**config.mk**
```make
export PLATFORM = sky130hd
export DESIGN_NAME = btb_ctrl
export DESIGN_NICKNAME = d
export VERILOG_FILES = /design/src/rtl/btb_pkg.sv /design/src/rtl/btb_sweep.sv /design/src/rtl/btb_ctrl.sv
export SDC_FILE = /design/constraint.sdc
export NUM_CORES = 1
export LEC_CHECK = 0
export ABC_AREA = 1
export CAP_MARGIN = 10
export CORE_MARGIN = 4
export CORE_UTILIZATION = 30
export CTS_BUF_LIST = sky130_fd_sc_hd__clkbuf_16
export DETAILED_ROUTE_END_ITERATION = 8
export MAX_ROUTING_LAYER = met4
export PLACE_DENSITY = 0.8
export SETUP_SLACK_MARGIN = 0.5
export SLEW_MARGIN = 20
export SYNTH_ARGS = -nofsm -noshare
export SYNTH_HDL_FRONTEND = slang
export SYNTH_SLANG_ARGS = --single-unit
```
**constraint.sdc**
```tcl
create_clock -name clk -period 4.2 [get_ports clk]
set_input_delay 0.84 -clock clk [delete_from_list [all_inputs] [get_ports clk]]
set_output_delay 0.84 -clock clk [all_outputs]
set_load 0.005 [all_outputs]
```
**src/rtl/btb_pkg.sv**
```systemverilog
// Shared definitions for the branch target buffer controller:
// field widths, entry bit positions, PC slicing and the controller state encoding.
package btb_pkg;

    localparam int BTB_IDX_W = 5;
    localparam int BTB_TAG_W = 9;
    localparam int BTB_TGT_W = 16;
    localparam int BTB_ENT_W = 26;
    localparam int BTB_PC_W  = 16;
    localparam int BTB_DEPTH = 1 << BTB_IDX_W;

    // Entry layout: {valid, tag, target}
    localparam int ENT_VALID_BIT = 25;
    localparam int ENT_TAG_MSB   = 24;
    localparam int ENT_TAG_LSB   = 16;
    localparam int ENT_TGT_MSB   = 15;
    localparam int ENT_TGT_LSB   = 0;

    // PC slicing: low bits index the table, the next bits form the tag
    localparam int PC_IDX_MSB = 4;
    localparam int PC_IDX_LSB = 0;
    localparam int PC_TAG_MSB = 13;
    localparam int PC_TAG_LSB = 5;

    typedef enum logic {
        ST_INIT = 1'b0,
        ST_RUN  = 1'b1
    } btb_state_t;

    // Build a valid entry for a taken branch at pc jumping to target
    function automatic logic [BTB_ENT_W-1:0] make_entry(
        input logic [BTB_PC_W-1:0]  pc,
        input logic [BTB_TGT_W-1:0] target
    );
        logic [BTB_ENT_W-1:0] ent;
        ent = '0;
        ent[ENT_VALID_BIT]           = 1'b1;
        ent[ENT_TAG_MSB:ENT_TAG_LSB] = pc[PC_TAG_MSB:PC_TAG_LSB];
        ent[ENT_TGT_MSB:ENT_TGT_LSB] = target;
        return ent;
    endfunction

endpackage

```
**src/rtl/btb_sweep.sv**
```systemverilog
// Invalidation sweep FSM: walks every table index once after reset or flush,
// supplying the sweep write address and the busy indication.
module btb_sweep
    import btb_pkg::*;
(
    input  logic                 clk,
    input  logic                 rst,
    input  logic                 flush,
    output logic                 busy,
    output logic [BTB_IDX_W-1:0] sweep_idx
);

    localparam logic [BTB_IDX_W-1:0] LAST_IDX = BTB_IDX_W'(BTB_DEPTH - 1);

    btb_state_t           state_reg, state_next;
    logic [BTB_IDX_W-1:0] sweep_cnt_reg, sweep_cnt_next;

    // State and sweep counter registers
    always_ff @(posedge clk or posedge rst) begin
        if (rst) begin
            state_reg     <= ST_INIT;
            sweep_cnt_reg <= '0;
        end else begin
            state_reg     <= state_next;
            sweep_cnt_reg <= sweep_cnt_next;
        end
    end

    // Next state: a flush always (re)starts the sweep from index 0
    always_comb begin
        state_next     = state_reg;
        sweep_cnt_next = sweep_cnt_reg;
        case (state_reg)
            ST_INIT: begin
                if (flush) begin
                    sweep_cnt_next = '0;
                end else if (sweep_cnt_reg == LAST_IDX) begin
                    state_next     = ST_RUN;
                    sweep_cnt_next = '0;
                end else begin
                    sweep_cnt_next = sweep_cnt_reg + 1'b1;
                end
            end
            ST_RUN: begin
                if (flush) begin
                    state_next     = ST_INIT;
                    sweep_cnt_next = '0;
                end
            end
            default: begin
                state_next     = ST_INIT;
                sweep_cnt_next = '0;
            end
        endcase
    end

    assign busy      = (state_reg == ST_INIT);
    assign sweep_idx = sweep_cnt_reg;

endmodule

```
**src/rtl/btb_ctrl.sv**
```systemverilog
// Branch target buffer controller: lookup, update and invalidation sweep
// in front of an external 32 x 26 synchronous-read memory.
// Optional macro BTB_FWD_EN: forward same-cycle write data to a colliding
// lookup; without it a colliding lookup is reported as a miss.
module btb_ctrl
    import btb_pkg::*;
(
    input  logic                 clk,
    input  logic                 rst,
    input  logic                 fetch_vld,
    input  logic [BTB_PC_W-1:0]  fetch_pc,
    output logic                 pred_vld,
    output logic                 pred_hit,
    output logic [BTB_TGT_W-1:0] pred_target,
    input  logic                 upd_vld,
    input  logic [BTB_PC_W-1:0]  upd_pc,
    input  logic                 upd_taken,
    input  logic [BTB_TGT_W-1:0] upd_target,
    input  logic                 flush,
    output logic                 busy,
    output logic [BTB_IDX_W-1:0] mem_ra,
    input  logic [BTB_ENT_W-1:0] mem_rd,
    output logic [BTB_IDX_W-1:0] mem_wa,
    output logic [BTB_ENT_W-1:0] mem_wd,
    output logic                 mem_web,
    output logic                 mem_cs
);

    logic                 sweep_busy;
    logic [BTB_IDX_W-1:0] sweep_idx;

    logic                 wr_en;
    logic [BTB_IDX_W-1:0] wr_idx;
    logic [BTB_ENT_W-1:0] wr_data;
    logic                 collision;

    logic                 fetch_vld_reg;
    logic [BTB_TAG_W-1:0] tag_reg;
    logic                 busy_reg;
    logic                 collision_reg;

    logic [BTB_ENT_W-1:0] rd_ent;
    logic                 hit_block;

    // Upper PC bits lie outside both index and tag
    logic unused_pc_bits;
    assign unused_pc_bits = &{1'b0, fetch_pc[BTB_PC_W-1:PC_TAG_MSB+1], upd_pc[BTB_PC_W-1:PC_TAG_MSB+1]};

    btb_sweep u_sweep (
        .clk       (clk),
        .rst       (rst),
        .flush     (flush),
        .busy      (sweep_busy),
        .sweep_idx (sweep_idx)
    );

    // Write source: sweep clears during INIT; in RUN a resolved branch writes unless flushed
    always_comb begin
        wr_en   = 1'b0;
        wr_idx  = '0;
        wr_data = '0;
        if (sweep_busy) begin
            wr_en  = 1'b1;
            wr_idx = sweep_idx;
        end else if (upd_vld && !flush) begin
            wr_en  = 1'b1;
            wr_idx = upd_pc[PC_IDX_MSB:PC_IDX_LSB];
            if (upd_taken) begin
                wr_data = make_entry(upd_pc, upd_target);
            end
        end
    end

    assign collision = fetch_vld & wr_en & (fetch_pc[PC_IDX_MSB:PC_IDX_LSB] == wr_idx);

    assign mem_ra  = fetch_pc[PC_IDX_MSB:PC_IDX_LSB];
    assign mem_wa  = wr_idx;
    assign mem_wd  = wr_data;
    assign mem_web = ~wr_en;
    assign mem_cs  = fetch_vld | wr_en | sweep_busy;
    assign busy    = sweep_busy;

    // Capture request-cycle context to pair with the read data one cycle later
    always_ff @(posedge clk or posedge rst) begin
        if (rst) begin
            fetch_vld_reg <= 1'b0;
            tag_reg       <= '0;
            busy_reg      <= 1'b0;
            collision_reg <= 1'b0;
        end else begin
            fetch_vld_reg <= fetch_vld;
            tag_reg       <= fetch_pc[PC_TAG_MSB:PC_TAG_LSB];
            busy_reg      <= sweep_busy;
            collision_reg <= collision;
        end
    end

`ifdef BTB_FWD_EN
    logic [BTB_ENT_W-1:0] fwd_data_reg;

    // Hold the write data of a colliding cycle so the lookup sees the new entry
    always_ff @(posedge clk or posedge rst) begin
        if (rst) begin
            fwd_data_reg <= '0;
        end else begin
            fwd_data_reg <= wr_data;
        end
    end

    assign rd_ent    = collision_reg ? fwd_data_reg : mem_rd;
    assign hit_block = 1'b0;
`else
    assign rd_ent    = mem_rd;
    assign hit_block = collision_reg;
`endif

    assign pred_vld    = fetch_vld_reg;
    assign pred_hit    = fetch_vld_reg & rd_ent[ENT_VALID_BIT]
                       & (rd_ent[ENT_TAG_MSB:ENT_TAG_LSB] == tag_reg)
                       & ~busy_reg & ~hit_block;
    assign pred_target = pred_hit ? rd_ent[ENT_TGT_MSB:ENT_TGT_LSB] : '0;

endmodule

```
==> results of run 1 <==
-- area by class of cell --
cell class,instances,area [um2],area share [%]
clock buffers,3,75.1,2.62
inverters,63,236,8.25
clock inverters,1,3.75,0.131
well taps,67,83.8,2.92
repair buffers,132,1320,46.1
flip-flops and latches,18,450,15.7
multi-input cells,136,697,24.3
-- layer usage --
layer	part of all wire (%)	vias to the layer above
li1	-	910
met1	41	742
met2	50	67
met3	7.0	8
met4	2.1	0
met5	0	-
-- cell usage after synthesis (all sizes together) --
master | count | area [um2]
a21oi | 1 | 5.00
buf | 10 | 93.8
dfrtp | 18 | 450
ha | 2 | 25.0
inv | 63 | 236
nand2 | 44 | 173
nand3 | 11 | 65.1
nand3b | 1 | 7.51
nand4 | 1 | 6.26
nor2 | 44 | 168
nor3 | 16 | 131
o211a | 1 | 10.0
o21ai | 10 | 50.0
or2 | 1 | 6.26
xnor2 | 1 | 8.76
xor2 | 3 | 26.3
-- power groups by stage --
stage               sequential (W)  clock [W]  combinational (W)
floorplan                 0.000188          0          0.0000418
CTS                       0.000186   0.000192           0.000128
detailed placement        0.000189          0           0.000127
global placement          0.000189          0           0.000125
finish                    0.000186   0.000188           0.000128
global route              0.000187   0.000200           0.000142
-- path summary, 6_finish.rpt --
kind / slack [ns] / startpoint / end / depth (start not counted)
max: 0.68 / flush / mem_wd[16] / 5
min: 0.52 / u_sweep.sweep_idx[4] / u_sweep.sweep_idx[4] / 2
max in group asynchronous: 2.76 / rst / tag_reg[2] / 2
max reg2reg: 2.71 / u_sweep.sweep_idx[0] / u_sweep.sweep_idx[2] / 7
min in group asynchronous: 1.00 / rst / tag_reg[7] / 2
min reg2reg: 0.52 / u_sweep.sweep_idx[4] / u_sweep.sweep_idx[4] / 2
-- metrics by stage --
step | area [um2] | std cells | setup slack (ns)
finish | 2870 | 420 | 0.685
global route | 2870 | 420 | 0.507
CTS | 2850 | 420 | 0.528
detailed placement | 2770 | 416 | 0.548
global placement | 2770 | 416 | 0.539
floorplan | 1460 | 227 | 1.84
-- tightest hold or removal path: stages, from the launching register on --
cell and delay [ns]:
dfrtp_1 0.37, nand2_1 0.07, nand2_1 0.05
-- logic make-up (layout without fill, tap and decap cells) --
| group | Yosys count | after routing | share of synthesized area [%] |
|---|---|---|---|
| flops | 18 | 18 | 30.8 |
| compound gates | 12 | 12 | 4.45 |
| fa+ha+maj | 2 | 2 | 1.71 |
| buf+inv | 73 | 199 | 22.6 |
| xor+xnor | 4 | 4 | 2.40 |
| simple gates | 118 | 118 | 38.1 |
==> impl_results.md, run 1 <==
- Final min period: 3.52 ns
- Total power: 0.000502 W
- GRT Util Overall: 16.8%
- Final Core Density: 60.7%
- Hold Vio Cnt, Final: 0
- Internal power: 0.000392 W
- Grt met3 use: 2.20%
- I/O pin count: 137
- Maximum VDD drop: ~0.12 mV
- Die Height: 77.8 um
- Post-Syn Area: roughly 1500 um2
- Slew @ Worst Pin: 0.688 ns
- Starting Density: 31.0%
- Most frequent cells in the layout: clkdlybuf4s50_1, inv_1, nor2_1
- Worst skew pair latency: 0.24 ns
- Status: finished, final reports clean
- Combinational share of power: 25.5%
- Seq pwr share: 37.1%
- Pleak: about 1.4 nW
- Met1 GRT Util: 20.0%
- Antenna Cells: 0
- Register bit total from synthesis: 18
- Vias in the first global route: 1720
- Maximum fanout along the worst path: 26
- Sw Ratio: 21.9%
- Pwr dens: 175 nW/um2
- Root buffer cell: clkbuf_16
- Fraction of layout cells with a size suffix above 1: about 6.2%
- Max FFs per register: 9
- Leading cell type in the layout, fill and taps excluded: clkdlybuf4s50_1
- Max Slew Vio Count: 0
- WP buf/inv: 2
- CTS max path bufs: 2
- Vias: ~1700
- Slowest cell on crit path: clkdlybuf4s50_1
- Slowest stage delay, CP: 0.53 ns
- Avg WL per Cell: ~11 um
- Sequential share of the synthesized area: 30.8%
- # fillers: 440
- Unique masters post-synth: 24
- DRC Markers: 0
- Core area: 4720 um2
- Pre-antenna DRT Iters: 4
- HPWL after detailed placement: 4150 um
- DR iter-0 viols: 57
- Worst min-delay path category: reg2reg
- Clk_skew: 0.000705 ns
- CTS Sinks: 18
- Synth warn: 0
- Largest net degree at the start of global routing: 27
- RSZ-0062 raised after global routing: no
- Die Wd: 77.8 um
- Row count: 25
- DRT antenna net count: 0
- TritonCTS buffer count: 3
- Hold buffer count at CTS: 0
- Die area: about 6000 um2
- Area Overhead vs Synth: 96.1%
- Vias per cell: 4.11
- Met2 usage: 28.9%
- Clock-pin slew on the worst setup and hold paths: 0.05 ns
- Data required time of the critical path: 3.36 ns
- Antenna violations before repair: 0
- Post-CTS Setup Repair Bufs: 0
- Final WL: about 4800 um
- Cells after synthesis: around 230
- Crit path cell chain: clkdlybuf4s50_1 -> nor2_1 -> nand3_4 -> nor2_1 -> clkdlybuf4s50_1
- Mean area per synthesized cell: 6.44 um2
- Slew Limit Headroom: 54.1%
- Total grt overflow: 0
- Critical Path AT: 2.68 ns
- CP Capture Type: output pin
- CTS tree: done
- Peak-usage layer in the global routing report: met2
- Mapped Nets: slightly above 300
- H-tree Lvls: 1
- WS Path Type: in2out
- Max cap viols: 0
- Crit path max-delay family: buffers and inverters
- WHS: roughly 0.52 ns
- First-pass GRT wire length: between 8000 and 9000 um
- NetSw: about 0.00011 W
- Final setup viols: 0
- Peak Freq: 284 MHz
- Period utilization: 83.7%
- Crit path launch type: primary input
- Nets@finish: ~440
- Cts repair resizes: 0
- Port bufs: ~130
- Clock power share: 37.4%
- GPL Wtd Cong: 0.806
- Setup TNS: 0 ns
No activity file was read; power rests on OpenSTA's default activity.
==> run 2: changes to the inputs <==
--- a/config.mk
+++ b/config.mk
@@ -8,11 +8,11 @@
 export ABC_AREA = 1
 export CAP_MARGIN = 10
 export CORE_MARGIN = 4
-export CORE_UTILIZATION = 30
+export CORE_UTILIZATION = 28
 export CTS_BUF_LIST = sky130_fd_sc_hd__clkbuf_16
 export DETAILED_ROUTE_END_ITERATION = 8
 export MAX_ROUTING_LAYER = met4
-export PLACE_DENSITY = 0.8
+export PLACE_DENSITY = 0.78
 export SETUP_SLACK_MARGIN = 0.5
 export SLEW_MARGIN = 20
 export SYNTH_ARGS = -nofsm -noshare
==> constraint.sdc (replaced) <==
create_clock -name clk -period 2.9 [get_ports clk]
set_input_delay 0.58 -clock clk [delete_from_list [all_inputs] [get_ports clk]]
set_output_delay 0.58 -clock clk [all_outputs]
set_load 0.005 [all_outputs]
==> run 2 against run 1 <==
Sequential power up 45%. Global-route usage down 0.70 points. Largest cell class unchanged. Via count increased by 9.8%. Clock power grew 42%. Clock-buffer cell count unchanged. Clock skew hardly changed. Routed wire length up 13%. Utilization up 0.43 points. Largest power group is now sequential cells.
==> impl_results.md, run 2 (synthesized netlist as in run 1, its figures left out) <==
- Clk_skew: 0.000368 ns (-0.000337 ns)
- Worst min-delay path category: reg2reg
- CTS max path bufs: 2 (unchanged)
- Data required time of the critical path: 2.32 ns (-1.04 ns)
- Area Overhead vs Synth: 112%
- Max cap viols: 0 (unchanged)
- CTS Sinks: 18 (unchanged)
- Post-route setup slack: 0.537 ns (-0.148 ns)
- # fillers: 468 (+6.4%)
- Antenna Cells: 0 (unchanged)
- GRT Util Overall: 16.1% (-0.70 points)
- Pre-CTS WS: 0.0347 ns (-0.514 ns)
- Final instance area: 3100 um2 (+8.2%)
- Vias: 1896 (+9.8%)
- Worst skew pair latency: 0.24 ns (about the same)
- CTS tree: done
- Internal power: 0.000568 W (+45%)
- Max FFs per register: 9 (unchanged)
- Crit path launch type: primary input
- Maximum VDD drop: 0.192 mV (+58%)
- First-pass GRT wire length: 8100 um (-0.26%)
- Die area: 6440 um2 (+6.4%)
- Setup TNS: 0 ns (unchanged)
- Clock power share: 36.7% (-0.7 points)
- DR iter-0 viols: 54 (-5.3%)
- Pwr dens: 235 nW/um2 (+34%)
- Fraction of layout cells with a size suffix above 1: 24.7% (+19 points)
- H-tree Lvls: 1 (unchanged)
- Max Slew Vio Count: 0 (unchanged)
- Avg WL per Cell: 12.1 um (+6.5%)
- TritonCTS buffer count: 3 (unchanged)
- Root buffer cell: clkbuf_16
- Largest net degree at the start of global routing: 19 (-30%)
- Die Height: 80.3 um (+3.1%)
- Peak Freq: 423 MHz
- Final setup viols: 0 (unchanged)
- Die Wd: 80.3 um (+3.1%)
- GPL Wtd Cong: 0.824 (+2.2%)
- NetSw: 0.000160 W (+46%)
- Final min period: approximately 2.4 ns
- Seq pwr share: 37.0% (about the same)
- Vias in the first global route: 1806 (+5.0%)
- I/O pin count: 137 (unchanged)
- Total power: 0.000728 W (+45%)
- Clock-pin slew on the worst setup and hold paths: 0.05 ns (about the same)
- Sw Ratio: 22.0% (+0.11 points)
- Pleak: 1.73 nW (+25%)
- Hold depth: 2 (unchanged)
- Worst reg2reg path depth: 7 (unchanged)
- Placed Area: 2840 um2 (+2.4%)
- Hold Vio Cnt, Final: 0 (unchanged)
- Period utilization: 81.5%
- Row count: 26 (+4.0%)
- Critical Path AT: 1.78 ns (-0.90 ns)
- Antenna violations before repair: 0 (unchanged)
- CP Capture Type: output pin
- Vias per cell: 4.25 (+3.4%)
- Final WL: 5410 um (+13%)
- Nets@finish: 459 (+5.3%)
- Most frequent cells in the layout: clkdlybuf4s50_1, inv_1, nand2_1
- Slew Limit Headroom: 56.7% (+2.6 points)
- WS Path Type: in2out
- Port bufs: 132 (unchanged)
- Leading cell type in the layout, fill and taps excluded: clkdlybuf4s50_1
- Starting Density: 28.8% (-2.1 points)
- DRT antenna net count: 0 (unchanged)
- RSZ-0062 raised after global routing: yes
- Core area: 5070 um2 (+7.4%)
- Slew @ Worst Pin: 0.649 ns (-0.0393 ns)
- HPWL after detailed placement: 4160 um (+0.32%)
- Hold buffer count at CTS: 0 (unchanged)
- WHS: 0.514 ns (-0.0101 ns)
- Total grt overflow: 0 (unchanged)
- Pre-antenna DRT Iters: 4 (unchanged)
- DRC Markers: 0 (unchanged)
- Maximum fanout along the worst path: 4 (-85%)
- Combinational share of power: 26.3% (+0.8 points)
- Status: finished, final reports clean
## run 2: critical path: stages
cell and delay, ns:
clkdlybuf4s50_1 0.45, nand3_1 0.08, nor2_2 0.10, nand2_2 0.11
clkbuf_16 0.17, nor3_2 0.14, buf_2 0.14
## run 2: area by class of cell
cell class	instances	area (um2)	area share, %
Clock buffer	3	75.1	2.42
Clock inverter	1	3.75	0.121
Inverter	63	239	7.70
Multi-Input combinational cell	136	758	24.4
Sequential cell	18	452	14.6
Tap cell	70	87.6	2.82
Timing Repair Buffer	155	1490	47.9
## run 2: stage by stage
stage | utilization (%) | cells
2_1_floorplan | - | 227
3_3_place_gp | 56.0 | 424
3_5_place_dp | 56.0 | 424
4_1_cts | 60.4 | 444
5_1_grt | 61.1 | 446
6_report | 61.1 | 446
## run 2: path summary, 6_finish.rpt
path | start | end | slack [ns]
hold / removal | u_sweep.sweep_idx[4] | u_sweep.sweep_idx[4] | 0.51
hold reg to reg | u_sweep.sweep_idx[4] | u_sweep.sweep_idx[4] | 0.51
max in group asynchronous | rst | u_sweep.state_reg | 1.72
setup / recovery | mem_rd[25] | pred_target[5] | 0.54
min in group asynchronous | rst | tag_reg[4] | 0.73
setup reg to reg | u_sweep.sweep_idx[0] | u_sweep.sweep_idx[2] | 1.42
## run 2: metal layers
metal  wire length (um)  share of wire, %  vias to the layer above  global-route usage, %
met4                 64               1.2                        0                   4.90
li1                   -                 -                      958                      -
met5                  0                 0                        -                      -
met3                464               8.6                        6                   3.14
met1               2050                38                      850                   18.1
met2               2830                52                       82                   28.8
## run 2: repair_timing
item                       4_1_cts  5_1_grt
gates cloned                     2        1
buffers inserted                14        1
pin swaps                       10       12
gates resized for setup        172       17
setup endpoints to repair       50       35
## run 2: power groups by stage
| stage | Combinational, W | Clock, W | Sequential, W |
|---|---|---|---|
| 6_report | 0.000191 | 0.000267 | 0.000270 |
| 5_1_grt | 0.000210 | 0.000282 | 0.000271 |
| 4_1_cts | 0.000191 | 0.000271 | 0.000270 |
| 3_5_place_dp | 0.000187 | 0 | 0.000274 |
| 3_3_place_gp | 0.000183 | 0 | 0.000273 |
| 2_1_floorplan | 0.0000605 | 0 | 0.000272 |
==> run 3: changes to the inputs <==
--- a/config.mk
+++ b/config.mk
@@ -8,11 +8,11 @@
 export ABC_AREA = 1
 export CAP_MARGIN = 10
 export CORE_MARGIN = 4
-export CORE_UTILIZATION = 28
+export CORE_UTILIZATION = 30
 export CTS_BUF_LIST = sky130_fd_sc_hd__clkbuf_16
 export DETAILED_ROUTE_END_ITERATION = 8
 export MAX_ROUTING_LAYER = met4
-export PLACE_DENSITY = 0.78
+export PLACE_DENSITY = 0.8
 export SETUP_SLACK_MARGIN = 0.5
 export SLEW_MARGIN = 20
 export SYNTH_ARGS = -nofsm -noshare
==> constraint.sdc (replaced) <==
create_clock -name clk -period 2.2 [get_ports clk]
set_input_delay 0.44 -clock clk [delete_from_list [all_inputs] [get_ports clk]]
set_output_delay 0.44 -clock clk [all_outputs]
set_load 0.005 [all_outputs]
==> run 3 against run 2 <==
Final area increased by 4.8%. Clock power increased by 32%. Non-clock buffer count increased by 12. Largest cell class unchanged. Clock skew increased by 0.0033 ns. Largest power group unchanged. Critical path type unchanged. Combinational power increased by 47%.
==> impl_results.md, run 3 (synthesized netlist as in run 1, its figures left out) <==
- WS Path Type: in2out
- Pwr dens: 304 nW/um2 (+29%)
- CTS tree: done
- Max Slew Vio Count: 0 (unchanged)
- Largest net degree at the start of global routing: 19 (unchanged)
- CTS Sinks: 18 (unchanged)
- Hold Vio Cnt, Final: 0 (unchanged)
- Placed insts: 426 (+0.47%)
- Maximum fanout along the worst path: 8 (+4)
- RSZ-0062 raised after global routing: yes
- Clock-pin slew on the worst setup and hold paths: 0.05 ns (about the same)
- Crit path cell chain: clkdlybuf4s15_1 -> inv_1 -> nand2_1 -> o21ai_1 -> nor2_1 -> nand3_2 -> buf_12 -> buf_12 -> nor3_2 -> buf_2
- Max cap viols: 0 (unchanged)
- Worst skew pair latency: 0.24 ns (about the same)
- Clk_skew: 0.00370 ns (+0.00333 ns)
- First-pass GRT wire length: 8960 um (+11%)
- Slowest cell on crit path: clkdlybuf4s15_1
- Data required time of the critical path: 1.76 ns (-0.56 ns)
- CP Capture Type: output pin
- Row count: 25 (-3.8%)
- Maximum VDD drop: 0.262 mV (+37%)
- HPWL after detailed placement: 4280 um (+2.8%)
- Hold buffer count at CTS: 0 (unchanged)
- Peak Freq: 500 MHz
- Vias in the first global route: 1966 (+8.9%)
- Leading cell type in the layout, fill and taps excluded: clkdlybuf4s50_1
- Total grt overflow: 0 (unchanged)
- Pleak: 1.80 nW (+3.9%)
- Avg WL per Cell: 13.8 um (+14%)
- Period utilization: 91.0%
- Placed Area: 2870 um2 (+1.2%)
- I/O pin count: 137 (unchanged)
- Slew Limit Headroom: 54.0% (-2.7 points)
- Slowest stage delay, CP: 0.16 ns (-0.29 ns)
- Status: finished, final reports clean
- Most frequent cells in the layout: clkdlybuf4s50_1, inv_1, buf_2
- Crit path launch type: primary input
- # fillers: 364 (-22%)
- Worst min-delay path category: in2reg
- Worst reg2reg path depth: 11 (+4)
- Hold depth: 3 (+1)
- Antenna Cells: 0 (unchanged)
- TritonCTS buffer count: 3 (unchanged)
- Root buffer cell: clkbuf_16
- Vias per cell: 4.40 (+3.5%)
- CTS max path bufs: 2 (unchanged)
- DRC Markers: 0 (unchanged)
- Starting Density: 31.0% (+2.1 points)
- Critical path's most frequent cell: buf_12
- Critical Path AT: 1.56 ns (-0.22 ns)
- Max FFs per register: 9 (unchanged)
- GPL Wtd Cong: 0.826 (+0.32%)
- Area Overhead vs Synth: 122%
- H-tree Lvls: 1 (unchanged)
- Vias: 1998 (+5.4%)
- Port bufs: 132 (unchanged)
- Nets@finish: 471 (+2.6%)
- Final instance area: 3250 um2 (+4.8%)
- Pre-CTS WS: -0.386 ns (-0.421 ns)
- Final setup viols: 0 (unchanged)
- GRT Util Overall: 18.5% (+2.3 points)
- Slew @ Worst Pin: 0.689 ns (+0.0403 ns)
- Die area: 6060 um2 (-6.0%)
- Fraction of layout cells with a size suffix above 1: 39.0% (+14 points)
- DRT antenna net count: 0 (unchanged)
- Total power: 0.000987 W (+36%)
- Core area: 4720 um2 (-6.9%)
- Antenna violations before repair: 0 (unchanged)
- Setup TNS: 0 ns (unchanged)
- Final non-filler cell total: 454 (+1.8%)
- Die Height: 77.8 um (-3.1%)
- Die Wd: 77.8 um (-3.1%)
- Final WL: 6250 um (+16%)
- DR iter-0 viols: 52 (-3.7%)
- Final min period: 2.00 ns
- Pre-antenna DRT Iters: 4 (unchanged)
- Post-route setup slack: 0.199 ns (-0.338 ns)
-- run 3: stage by stage --
step           util [%]  hold WS, ns
6_report           68.8        0.506
5_1_grt            68.8        0.517
4_1_cts            63.3        0.490
3_5_place_dp       60.8        0.506
3_3_place_gp       60.8        0.488
2_1_floorplan         -        0.379
-- run 3: timing repair --
action / CTS / global route
pin swaps: 28 / 24
resized for setup: 248 / 87
setup buffers: 14 / 7
endpoints found under the setup margin: 56 / 50
gates cloned: 4 / 0
-- run 3: worst paths after layout --
kind                                      start                    to  slack (ns)
hold reg to reg            u_sweep.sweep_idx[1]  u_sweep.sweep_idx[1]        0.54
min in group asynchronous                   rst  u_sweep.sweep_idx[0]        0.60
setup / recovery                     mem_rd[24]       pred_target[12]        0.20
max in group asynchronous                   rst     u_sweep.state_reg        1.12
setup reg to reg              u_sweep.state_reg         collision_reg        0.63
hold / removal                            flush     u_sweep.state_reg        0.51
-- run 3: final cells by class --
type	count	area [um2]	area share, %
Tap cell	67	83.8	2.58
Sequential cell	18	452	13.9
Timing Repair Buffer	167	1470	45.3
Multi-Input combinational cell	136	925	28.4
Clock buffer	3	75.1	2.31
Inverter	63	244	7.50
-- run 3: where the power goes --
group | switching, W | total [W] | internal [W] | leakage, nW
combinational | 0.000113 | 0.000280 | 0.000167 | 1.54
sequential | 0.0000102 | 0.000356 | 0.000346 | 0.219
clock | 0.000113 | 0.000352 | 0.000239 | 0.0370
total | 0.000236 | 0.000987 | 0.000751 | 1.80
-- run 3: worst max-delay path: cells and delay by family --
kind	cells	cell delay (ns)
and+or+nand+nor	4	0.43
buffers and inverters	5	0.63
AOI/OAI and AO/OA	1	0.08
-- run 3: metal layers --
metal	up-vias	global-route usage [%]	wire length [um]	part of all wire, %
met4	0	5.87	167	2.7
met5	-	-	0	0
met1	916	21.2	2290	37
met2	88	33.5	3430	55
li1	982	-	-	-
met3	12	1.74	367	5.9
